[src/rtl/uart_tx_fsm.sv]
// rtl/uart_tx_fsm.sv - UART transmit FSM with valid/ready byte intake and optional parity
// Define UART_TX_FSM_TMR_EN to triplicate state, bit counter and shift register with majority voting.
module uart_tx_fsm #(
    parameter int DATA_WIDTH = 8,
    parameter int CNT_WIDTH  = 4
) (
    input  logic                  clk,
    input  logic                  rst,
    input  logic                  BitTick_i,
    input  logic [DATA_WIDTH-1:0] TxData_i,
    input  logic                  TxDataValid_i,
    output logic                  TxReady_o,
    input  logic                  p_ParityEnable_i,
    input  logic                  p_ParityOdd_i,
    output logic                  TxWire_o,
    output logic [4:0]            State_o,
    output logic [CNT_WIDTH-1:0]  BitCounter_o,
    output logic                  TxBusy_o,
    output logic                  TxDone_o
);

    // One-hot encoding shared with the Rx core so status logic can decode both.
    typedef enum logic [4:0] {
        S_INTERVAL  = 5'b0_0001,
        S_STARTBIT  = 5'b0_0010,
        S_DATABITS  = 5'b0_0100,
        S_PARITYBIT = 5'b0_1000,
        S_STOPBIT   = 5'b1_0000
    } state_t;

    localparam logic [CNT_WIDTH-1:0] LAST_BIT = CNT_WIDTH'(DATA_WIDTH - 1);

    state_t                  state_v;
    state_t                  state_nx;
    logic [CNT_WIDTH-1:0]    cnt_v;
    logic [CNT_WIDTH-1:0]    cnt_nx;
    logic [DATA_WIDTH-1:0]   shift_v;
    logic [DATA_WIDTH-1:0]   shift_nx;

    logic                    pending_r;
    logic [DATA_WIDTH-1:0]   hold_r;
    logic                    par_bit_r;
    logic                    par_en_r;
    logic                    wire_r;
    logic                    done_r;

    logic                    wire_nx;
    logic                    done_nx;
    logic                    load;

`ifdef UART_TX_FSM_TMR_EN
    (* preserve *) logic [4:0]            state_a_r;
    (* preserve *) logic [4:0]            state_b_r;
    (* preserve *) logic [4:0]            state_c_r;
    (* preserve *) logic [CNT_WIDTH-1:0]  cnt_a_r;
    (* preserve *) logic [CNT_WIDTH-1:0]  cnt_b_r;
    (* preserve *) logic [CNT_WIDTH-1:0]  cnt_c_r;
    (* preserve *) logic [DATA_WIDTH-1:0] shift_a_r;
    (* preserve *) logic [DATA_WIDTH-1:0] shift_b_r;
    (* preserve *) logic [DATA_WIDTH-1:0] shift_c_r;

    assign state_v = state_t'((state_a_r & state_b_r) | (state_b_r & state_c_r) | (state_c_r & state_a_r));
    assign cnt_v   = (cnt_a_r & cnt_b_r) | (cnt_b_r & cnt_c_r) | (cnt_c_r & cnt_a_r);
    assign shift_v = (shift_a_r & shift_b_r) | (shift_b_r & shift_c_r) | (shift_c_r & shift_a_r);

    // Every copy reloads from the voted next value, scrubbing a single upset in one clock.
    always_ff @(posedge clk) begin
        if (rst) begin
            state_a_r <= S_INTERVAL;
            state_b_r <= S_INTERVAL;
            state_c_r <= S_INTERVAL;
            cnt_a_r   <= '0;
            cnt_b_r   <= '0;
            cnt_c_r   <= '0;
            shift_a_r <= '0;
            shift_b_r <= '0;
            shift_c_r <= '0;
        end else begin
            state_a_r <= state_nx;
            state_b_r <= state_nx;
            state_c_r <= state_nx;
            cnt_a_r   <= cnt_nx;
            cnt_b_r   <= cnt_nx;
            cnt_c_r   <= cnt_nx;
            shift_a_r <= shift_nx;
            shift_b_r <= shift_nx;
            shift_c_r <= shift_nx;
        end
    end
`else
    state_t                state_r;
    logic [CNT_WIDTH-1:0]  cnt_r;
    logic [DATA_WIDTH-1:0] shift_r;

    assign state_v = state_r;
    assign cnt_v   = cnt_r;
    assign shift_v = shift_r;

    always_ff @(posedge clk) begin
        if (rst) begin
            state_r <= S_INTERVAL;
            cnt_r   <= '0;
            shift_r <= '0;
        end else begin
            state_r <= state_nx;
            cnt_r   <= cnt_nx;
            shift_r <= shift_nx;
        end
    end
`endif

    // Next state and next line level; the line register follows the state being entered.
    always_comb begin
        state_nx = state_v;
        cnt_nx   = cnt_v;
        shift_nx = shift_v;
        wire_nx  = 1'b1;
        done_nx  = 1'b0;
        load     = 1'b0;
        case (state_v)
            S_INTERVAL: begin
                cnt_nx  = '0;
                wire_nx = 1'b1;
                if (BitTick_i && pending_r) begin
                    state_nx = S_STARTBIT;
                    shift_nx = hold_r;
                    load     = 1'b1;
                    wire_nx  = 1'b0;
                end
            end
            S_STARTBIT: begin
                wire_nx = 1'b0;
                if (BitTick_i) begin
                    state_nx = S_DATABITS;
                    cnt_nx   = '0;
                    wire_nx  = shift_v[0];
                end
            end
            S_DATABITS: begin
                wire_nx = shift_v[0];
                if (BitTick_i) begin
                    if (cnt_v == LAST_BIT) begin
                        cnt_nx = '0;
                        if (par_en_r) begin
                            state_nx = S_PARITYBIT;
                            wire_nx  = par_bit_r;
                        end else begin
                            state_nx = S_STOPBIT;
                            wire_nx  = 1'b1;
                        end
                    end else begin
                        cnt_nx   = cnt_v + CNT_WIDTH'(1);
                        shift_nx = shift_v >> 1;
                        wire_nx  = shift_v[1];
                    end
                end
            end
            S_PARITYBIT: begin
                cnt_nx  = '0;
                wire_nx = par_bit_r;
                if (BitTick_i) begin
                    state_nx = S_STOPBIT;
                    wire_nx  = 1'b1;
                end
            end
            S_STOPBIT: begin
                cnt_nx  = '0;
                wire_nx = 1'b1;
                if (BitTick_i) begin
                    state_nx = S_INTERVAL;
                    done_nx  = 1'b1;
                end
            end
            default: begin
                state_nx = S_INTERVAL;
                cnt_nx   = '0;
                shift_nx = '0;
                wire_nx  = 1'b1;
            end
        endcase
    end

    // Holding register, parity snapshot and registered line/done outputs.
    always_ff @(posedge clk) begin
        if (rst) begin
            pending_r <= 1'b0;
            hold_r    <= '0;
            par_bit_r <= 1'b0;
            par_en_r  <= 1'b0;
            wire_r    <= 1'b1;
            done_r    <= 1'b0;
        end else begin
            wire_r <= wire_nx;
            done_r <= done_nx;
            if (load) begin
                pending_r <= 1'b0;
                par_bit_r <= p_ParityOdd_i ? ~^hold_r : ^hold_r;
                par_en_r  <= p_ParityEnable_i;
            end else if (TxDataValid_i && !pending_r) begin
                pending_r <= 1'b1;
                hold_r    <= TxData_i;
            end
        end
    end

    assign TxReady_o    = ~pending_r;
    assign TxWire_o     = wire_r;
    assign State_o      = state_v;
    assign BitCounter_o = cnt_v;
    assign TxBusy_o     = (state_v != S_INTERVAL);
    assign TxDone_o     = done_r;

endmodule

[config.mk]
export PLATFORM = sky130hd
export DESIGN_NAME = uart_tx_fsm
export DESIGN_NICKNAME = d
export VERILOG_FILES = /design/src/rtl/uart_tx_fsm.sv
export SDC_FILE = /design/constraint.sdc
export NUM_CORES = 1
export LEC_CHECK = 0
export ABC_AREA = 1
export CORE_MARGIN = 2
export CORE_UTILIZATION = 45
export CTS_CLUSTER_SIZE = 10
export DETAILED_ROUTE_END_ITERATION = 12
export GPL_ROUTABILITY_DRIVEN = 0
export GPL_TIMING_DRIVEN = 0
export PLACE_DENSITY = 0.76
export RECOVER_POWER = 50
export REMOVE_ABC_BUFFERS = 1
export SLEW_MARGIN = 40
export SYNTH_ARGS = -nofsm -noshare
export SYNTH_HDL_FRONTEND = slang
export SYNTH_SLANG_ARGS = --single-unit
[constraint.sdc]
create_clock -name clk -period 2.5 [get_ports clk]
set_input_delay 0.375 -clock clk [delete_from_list [all_inputs] [get_ports clk]]
set_output_delay 0.375 -clock clk [all_outputs]
set_load 0.02 [all_outputs]
# Word level (Yosys, flattened, before mapping)
# Cells that the tools add are included.
totals:
  register_bits: 30
  inputBits: 14
  out_inout_bits: 13
op_classes:
  addsub: 1
  n_eq_ne: 14
  n_mux: 27
  bitwise_logic: 4
  n_reduce_logical: 12
ops:
  columns: ["cell", "n"]
  rows:
  - ["2-to-1 mux 5 bit", 7]
  - ["case mux 5 bit (5 select lines)", 1]
  - ["2-to-1 mux 8 bit", 3]
  - ["case mux 8 bit (3 select lines)", 1]
  - ["inequality test 2 bit (second input constant)", 7]
  - ["2-to-1 mux 4 bit", 3]
  - ["2-to-1 mux 1 bit", 10]
  - ["case mux 4 bit (2 select lines)", 1]
  - ["XNOR reduction 8 bit", 1]
  - ["XOR reduction 8 bit", 1]
  - ["AND reduction 6 bit", 1]
  - ["== test 5 x 1 -> 1 bit (second input constant)", 1]
  - ["== test 5 x 2 -> 1 bit (second input constant)", 1]
  - ["== test 5 x 3 -> 1 bit (second input constant)", 1]
  - ["== test 5 x 4 -> 1 bit (second input constant)", 1]
  - ["== test 5 bit (second input constant)", 1]
  - ["inequality test 5 x 1 -> 1 bit (second input constant)", 1]
  - ["adder 4 x 1 -> 4 bit (second input constant)", 1]
  - ["== test 4 x 3 -> 1 bit (second input constant)", 1]
  - ["inverter 1 bit", 4]
  - ["case mux 1 bit (4 select lines)", 1]
  - ["AND reduction 2 bit", 2]
  - ["AND reduction 4 bit", 1]
  - ["OR reduction 2 bit", 2]
  - ["other kinds (3)", 4]

# Depth between registers and ports, before layout
logic_depth:
  ltp_word: 5
  depth_mapped: 11
  mapped_depth_nobuf: 11

# Worst setup path after synthesis
# No wires, ideal clock.
synth_timing:
  kind: "reg-to-reg"
  startpoint: "register state_r[0], in the netlist State_o[0]"
  endpoint: "register par_en_r"
  arrival_time_ns: 1.471
  t_required_ns: 2.381
  path_slack_ns: 0.910
  path_stages_with_launch: 8
  path_cell_list: "dfxtp_1 -> inv_2 -> nor2_4 -> nand3_1 -> nor2_2 -> inv_1 -> o21ai_0 -> a21oi_1"
synth_via:
  elab_chain_cells: 2
synth_rtl:
  columns: ["element", "line", "source"]
  rows:
  - ["start, declared", "91", "state_t state_r;"]
  - ["start signal, assigned", "105", "state_r <= state_nx;"]
  - ["== test 5 x 1 -> 1 bit", "120", "case (state_v)"]
  - ["2-to-1 mux 1 bit", "120", null]
  - ["end signal, assigned", "198", "par_en_r <= p_ParityEnable_i;"]
  - ["end, declared", "43", "logic par_en_r;"]
# Every way passes these cells.
# A chain may end at the register's enable or synchronous reset.

# Worst setup path after layout
layout_timing:
  startpoint: "register state_r[2], in the netlist State_o[2]"
  endpoint: "output port TxBusy_o"
layout_via:
  elab_chain_cells: 1
layout_rtl:
  columns: ["element", "line", "source"]
  rows:
  - ["inequality test 5 x 1 -> 1 bit", "210", "assign TxBusy_o = (state_v != S_INTERVAL);"]
  - ["end, declared", "18", "output logic TxBusy_o,"]
# Every way passes these cells.

==> flow_metrics.env <==
export IMPL_status="finished, final reports clean"
export IMPL_worst_pin_slew_ps=598
export IMPL_cellPowerDensity_nw_per_um2=859
export IMPL_area_growth_pct=19.5
export IMPL_drive_gt1_share_pct=6.50
export IMPL_cts_htree_levels=2
export IMPL_die_area_um2=4160
export IMPL_netlist_instances=251
export IMPL_synth_seq_area_share_pct=36.5
export IMPL_hold_class="register to register"
export IMPL_grt_usage_pct=19.0
export IMPL_std_cell_rows=21
export IMPL_p_clk_share_pct=15.7
export IMPL_nets=292
export IMPL_syn_area_um2=1650
export IMPL_vdd_drop_max_mv=0.460
export IMPL_grt_pass1_wl_um=6120
export IMPL_die_height_um=64.5
export IMPL_reg2reg_depth=11
export IMPL_max_freq_mhz=458
export IMPL_grt_setup_unrepaired="false"
export IMPL_first_pass_iters=4
export IMPL_hold_depth=2
export IMPL_yosysWarningCount=0
export IMPL_yosysUniqueCellTypes=26
export IMPL_synth_ff_latch_count=30
export IMPL_antenna_cells=0
export IMPL_hold_viol=0
export IMPL_via_per_inst=5.03
export IMPL_wirelength_um=3450
export IMPL_grt_overflow=0
export IMPL_pin_count=27
export IMPL_fin_util_pct=57.6
export IMPL_cp_data_required_time_ps=2120
export IMPL_place_area_um2=1920
export IMPL_die_x_um=64.5
export IMPL_p_sw_share_pct=42.1
export IMPL_postLayoutCellArea_um2=1970
export IMPL_cp_max_fo=15
export IMPL_grt_antenna_before_repair=0
export IMPL_ant_nets=0
export IMPL_drv_slew=0
export IMPL_grt_max_degree=21
export IMPL_slew_headroom_pct=60.1
export IMPL_drtIter0Drc=90
export IMPL_min_period_ps=2180
export IMPL_critPathLaunchType="register"
export IMPL_clockBufferDepth=2
export IMPL_power_switching_mw=0.711
export IMPL_wl_per_cell_um=10.7
export IMPL_numPortBuffers=26
export IMPL_r2r_start="State_o[4]$_SDFFE_PP0P_"
export IMPL_power_leakage_nw=0.901
export IMPL_cts_tree="built"
export IMPL_tns_ps=0
export IMPL_worst_setup_path_type="register to output pin"
export IMPL_cts_root_buf="clkbuf_4"
export IMPL_pwr_share_comb_pct=45.4
export IMPL_crit_arrival_ps=1810
export IMPL_clk_pin_slew_ps=90
export IMPL_finalSetupViolCount=0
export IMPL_drc=0
export IMPL_cts_sinks=30
export IMPL_seq_power_share_pct=38.8
export IMPL_core_area_um2=3420
export IMPL_postSynthAreaPerCell_um2=6.56
export IMPL_dp_hpwl_um=2510
export IMPL_cp_startpoint="State_o[2]$_SDFFE_PP0P_"
export IMPL_finalCritPeriodShare_pct=87.3
export IMPL_insertion_delay_ps=320
export IMPL_endpoint_kind="output pin"
export IMPL_initial_utilization_pct=48.2
export IMPL_grt_pass1_vias=1453
export IMPL_cts_buffers=5
export IMPL_p_int_mw=0.978
export IMPL_vias=1624
export IMPL_clock_skew_ps=3.13
export IMPL_maxCapViolations=0
export IMPL_hp_start="shift_r[5]$_SDFFE_PP0P_"
layout make-up:
type	count	area, um^2
fill	332	1450
timing repair buffer	26	260
inverter	33	124
tap	46	57.6
multi-input combinational	181	880
sequential	30	601
clock buffer	7	45.0
layer usage:
layer	GRT usage, %	wire [um]	vias to the layer above
li1	-	-	860
met1	21.6	1580	708
met2	32.4	1610	48
met3	6.42	184	8
met4	8.51	75	0
met5	0	0	-
cells in the mapped netlist:
master | number | share of area [%]
xor2_1 | 2 | 1.1
xnor2_1 | 2 | 1.1
a21boi_0 | 1 | 0.46
buf_6 | 1 | 0.68
inv_2 | 4 | 0.91
clkbuf_1 | 2 | 0.46
nor2_4 | 2 | 1.4
dfxtp_1 | 30 | 37
nor2_2 | 6 | 2.3
buf_4 | 1 | 0.46
buf_2 | 3 | 0.91
o211ai_1 | 1 | 0.46
nor3_1 | 3 | 0.91
o21ai_0 | 14 | 4.3
nand2_2 | 1 | 0.38
nand3_1 | 20 | 6.1
nor2_1 | 36 | 8.2
nand3_2 | 2 | 1.2
a211oi_1 | 1 | 0.46
inv_1 | 29 | 6.6
o21bai_1 | 1 | 0.46
nand4_2 | 2 | 1.5
ha_1 | 1 | 0.76
a21oi_1 | 12 | 3.7
nand2_1 | 61 | 14
nand4_1 | 13 | 4.9
placed cells by master (no fill, tap or decap), types with 2 or more instances in the layout:
cell type        netlist  routed
a21oi_1               12      12
clkbuf_1               2       2
clkbuf_4               0       5
clkdlybuf4s50_1        0      22
dfxtp_1               30      30
dlygate4sd3_1          0       4
inv_1                 29      31
inv_2                  4       2
nand2_1               61      61
nand3_1               20      20
nand3_2                2       2
nand4_1               13      13
nand4_2                2       2
nor2_1                36      38
nor2_2                 6       3
nor2_4                 2       3
nor3_1                 3       3
o21ai_0               14      14
xnor2_1                2       2
xor2_1                 2       2
cells by family after synthesis:
logic type               after synthesis  share of synthesized area, %
buffers and inverters                 40                          10.0
AO/OA/AOI/OAI                         30                          9.73
AND/OR/NAND/NOR                      146                          40.8
XOR/XNOR                               4                          2.13
adder cells (fa/ha/maj)                1                         0.760
flip-flops                            30                          36.5
through the flow:
step	instances	hold slack [ps]	setup slack (ps)	total power, mW
final	323	488	318	1.69
after global routing	323	500	204	1.85
after detailed placement	316	473	323	1.43
after floorplan	244	444	800	1.23
after CTS	323	488	112	1.70
after global placement	316	464	364	1.42
state kept, by name, summed over array words and instances, names as in the netlist, 4 cells and up:
register,count
BitCounter_o,4
State_o,5
hold_r,8
shift_r,8
worst max-delay path: stages, from the launching register on:
cell	delay, ps
dfxtp_1	370
nor2_4	330
nand3_1	200
clkdlybuf4s50_1	580
worst paths after layout:
kind                             endpoint  slack [ps]
setup reg to reg  shift_r[4]$_SDFFE_PP0P_         640
hold / removal    shift_r[5]$_SDFFE_PP0P_         490
hold reg to reg   shift_r[5]$_SDFFE_PP0P_         490
setup / recovery                 TxBusy_o         320
power by group through the flow:
stage / combinational (mW) / clock (mW) / sequential (mW)
2_1_floorplan: 0.547 / 0 / 0.680
5_1_grt: 0.883 / 0.302 / 0.670
3_5_place_dp: 0.769 / 0 / 0.664
4_1_cts: 0.773 / 0.276 / 0.653
6_report: 0.768 / 0.266 / 0.656
3_3_place_gp: 0.760 / 0 / 0.663
repair_timing:
action,4_1_cts,5_1_grt
hold buffers,0,0
resized for setup,0,1
setup buffers,0,0
setup endpoints to repair,0,1
Power figures use the tool's default switching activity.
==> RTL edit, RTL diff (same settings) <==
Take the reset off `shift_r` and load it in a clocked block of its own.
--- a/src/rtl/uart_tx_fsm.sv
+++ b/src/rtl/uart_tx_fsm.sv
@@ -100,12 +100,14 @@
         if (rst) begin
             state_r <= S_INTERVAL;
             cnt_r   <= '0;
-            shift_r <= '0;
         end else begin
             state_r <= state_nx;
             cnt_r   <= cnt_nx;
-            shift_r <= shift_nx;
         end
+    end
+
+    always_ff @(posedge clk) begin
+        shift_r <= shift_nx;
     end
 `endif
 
Behaviour: same outputs for any inputs over 10 cycles, from zero or initial values and one cycle with rst high; that may be too few to reach the edited logic, so the function may still have changed.
==> RTL edit against the unedited design <==
Setup slack got worse by 0.099 ns; routed wire length down 12%; power is 11% higher; register-to-register slack improved by 0.09 ns; area after synthesis decreased by 6.4%; cell count fell by 12%; sequential cell count unchanged; cell area down 3.0%; clock power up 13%; non-clock buffer count is the same; global-route usage fell by 2.4 points; maximum frequency down 4.4%; critical path type unchanged.
==> RTL edit: results (changes against the unedited design) <==
Slew HR = 0.605 (+0.00397)
FMAX = 0.438 GHz (-4.4%)
MaxCap Viol Count = 0 (unchanged)
number of vias per cell = 4.92 (-2.2%)
number of synthesized flops with an enable pin = 8 (+8)
H-tree levels = 2 (unchanged)
Post-synth top flop = dfxtp_1
maximum VDD drop = 0.423 mV (-8.0%)
Clk Latency, worst-skew pair = 0.33 ns
drt wl/cell = 10.6 um (-0.41%)
status = complete, no violations
WHS Path Cells = 2 (unchanged)
nature of the critical path startpoint = register
cell depth of the worst flop-to-flop path = 6 (-5)
fillers = 339 (+2.1%)
Yosys cell types = 27 (+3.8%)
Root Buffer = clkbuf_4
post-synthesis sequential area ratio = 0.442 (+0.0769)
Final Net Count = 253 (-13%)
largest net degree at the start of global routing = 19 (-9.5%)
HPWL Detailed = 2300 um (-8.6%)
Antenna Diode Count = 0 (unchanged)
GR Layer Usage met3 = 0.0631 (-0.00117)
postcts setup bufs = 0 (unchanged)
grt met1 use = 0.188 (-0.0282)
WP data arrival = 1.91 ns (+0.10 ns)
Gates resized, CTS repair = 0 (unchanged)
Global Route met2 Usage = 0.273 (-0.0514)
skew final = 0.00737 ns (+0.00424 ns)
Post-synth top cells = 51 x nand2_1, 25 x inv_1, 22 x dfxtp_1
DRT Pass-1 Iters = 4 (unchanged)
layout cells sized above 1 = 0.0921 (+0.0271)
clk buf depth = 2 (unchanged)
critical path fanouts, max = 11 (-4)
number of global-route vias before repair = 1177 (-19%)
PortBufs = 26 (unchanged)
Num CTS Buffers = 5 (unchanged)
initial DRC count = 72 (-20%)
Reg clk slew, reported paths = 0.09 ns (about the same)
ys async rst share = 0 (unchanged)
antenna violations before repair = 0 (unchanged)
Post-Place Cell Area = 1850 um^2 (-3.8%)
GR Util All Layers = 0.167 (-0.0238)
Setup WS pre-CTS = 0.195 ns (-0.128 ns)
first-pass GRT wire length = 5020 um (-18%)
top cells by area, synth = dfxtp_1 29%, edfxtp_1 16%, nand2_1 12%, nand3_1 6.2%, inv_1 6.1%
Static Leak = 0.000814 uW (-9.6%)
synth warn = 0 (unchanged)
hold crit path type = register to register
-- RTL edit: power breakdown --
part	switching, uW	internal [uW]
Combinational	533	297
Sequential	73.1	663
Clock	162	139
Total	768	1100
-- RTL edit: logic make-up (layout without fill, tap and decap cells) --
family | after synthesis | in the layout | share of synthesized area
AO/OA/AOI/OAI | 36 | 36 | 0.119
AND/OR/NAND/NOR | 108 | 108 | 0.339
flip-flops | 30 | 30 | 0.442
XOR/XNOR | 3 | 3 | 0.0171
buffers and inverters | 30 | 61 | 0.0747
adder cells (fa/ha/maj) | 1 | 1 | 0.00812
-- RTL edit: path summary, 6_finish.rpt --
kind	startpoint	to	slack, ns
setup / recovery	State_o[0]	TxBusy_o	0.22
hold / removal	par_bit_r	par_bit_r	0.47
setup reg to reg	BitCounter_o[0]	shift_r[3]	0.73
hold reg to reg	par_bit_r	par_bit_r	0.47
-- RTL edit: worst max-delay path: stages, from the launching register on --
cell and delay, ns:
dfxtp_1 0.41, inv_1 0.09, nor2_2 0.10, nand3_1 0.32, clkdlybuf4s50_1 0.66
-- RTL edit: per-stage QoR --
stage	total power [uW]	cells
2_1_floorplan	1320	205
3_3_place_gp	1560	277
3_5_place_dp	1580	277
4_1_cts	1880	285
5_1_grt	2020	285
6_report	1870	285
-- RTL edit: cell type report --
type | instances | area (um^2) | area share
well taps | 46 | 57.6 | 0.0302
inverters | 27 | 101 | 0.0531
flip-flops and latches | 30 | 681 | 0.357
clock buffers | 8 | 58.8 | 0.0308
multi-input cells | 148 | 749 | 0.393
repair buffers | 26 | 260 | 0.136
-- RTL edit: per-layer routing --
metal / vias to the layer above / share of wire
met3: 6 / 0.054
li1: 741 / -
met4: 0 / 0.017
met5: - / 0
met2: 43 / 0.47
met1: 611 / 0.46
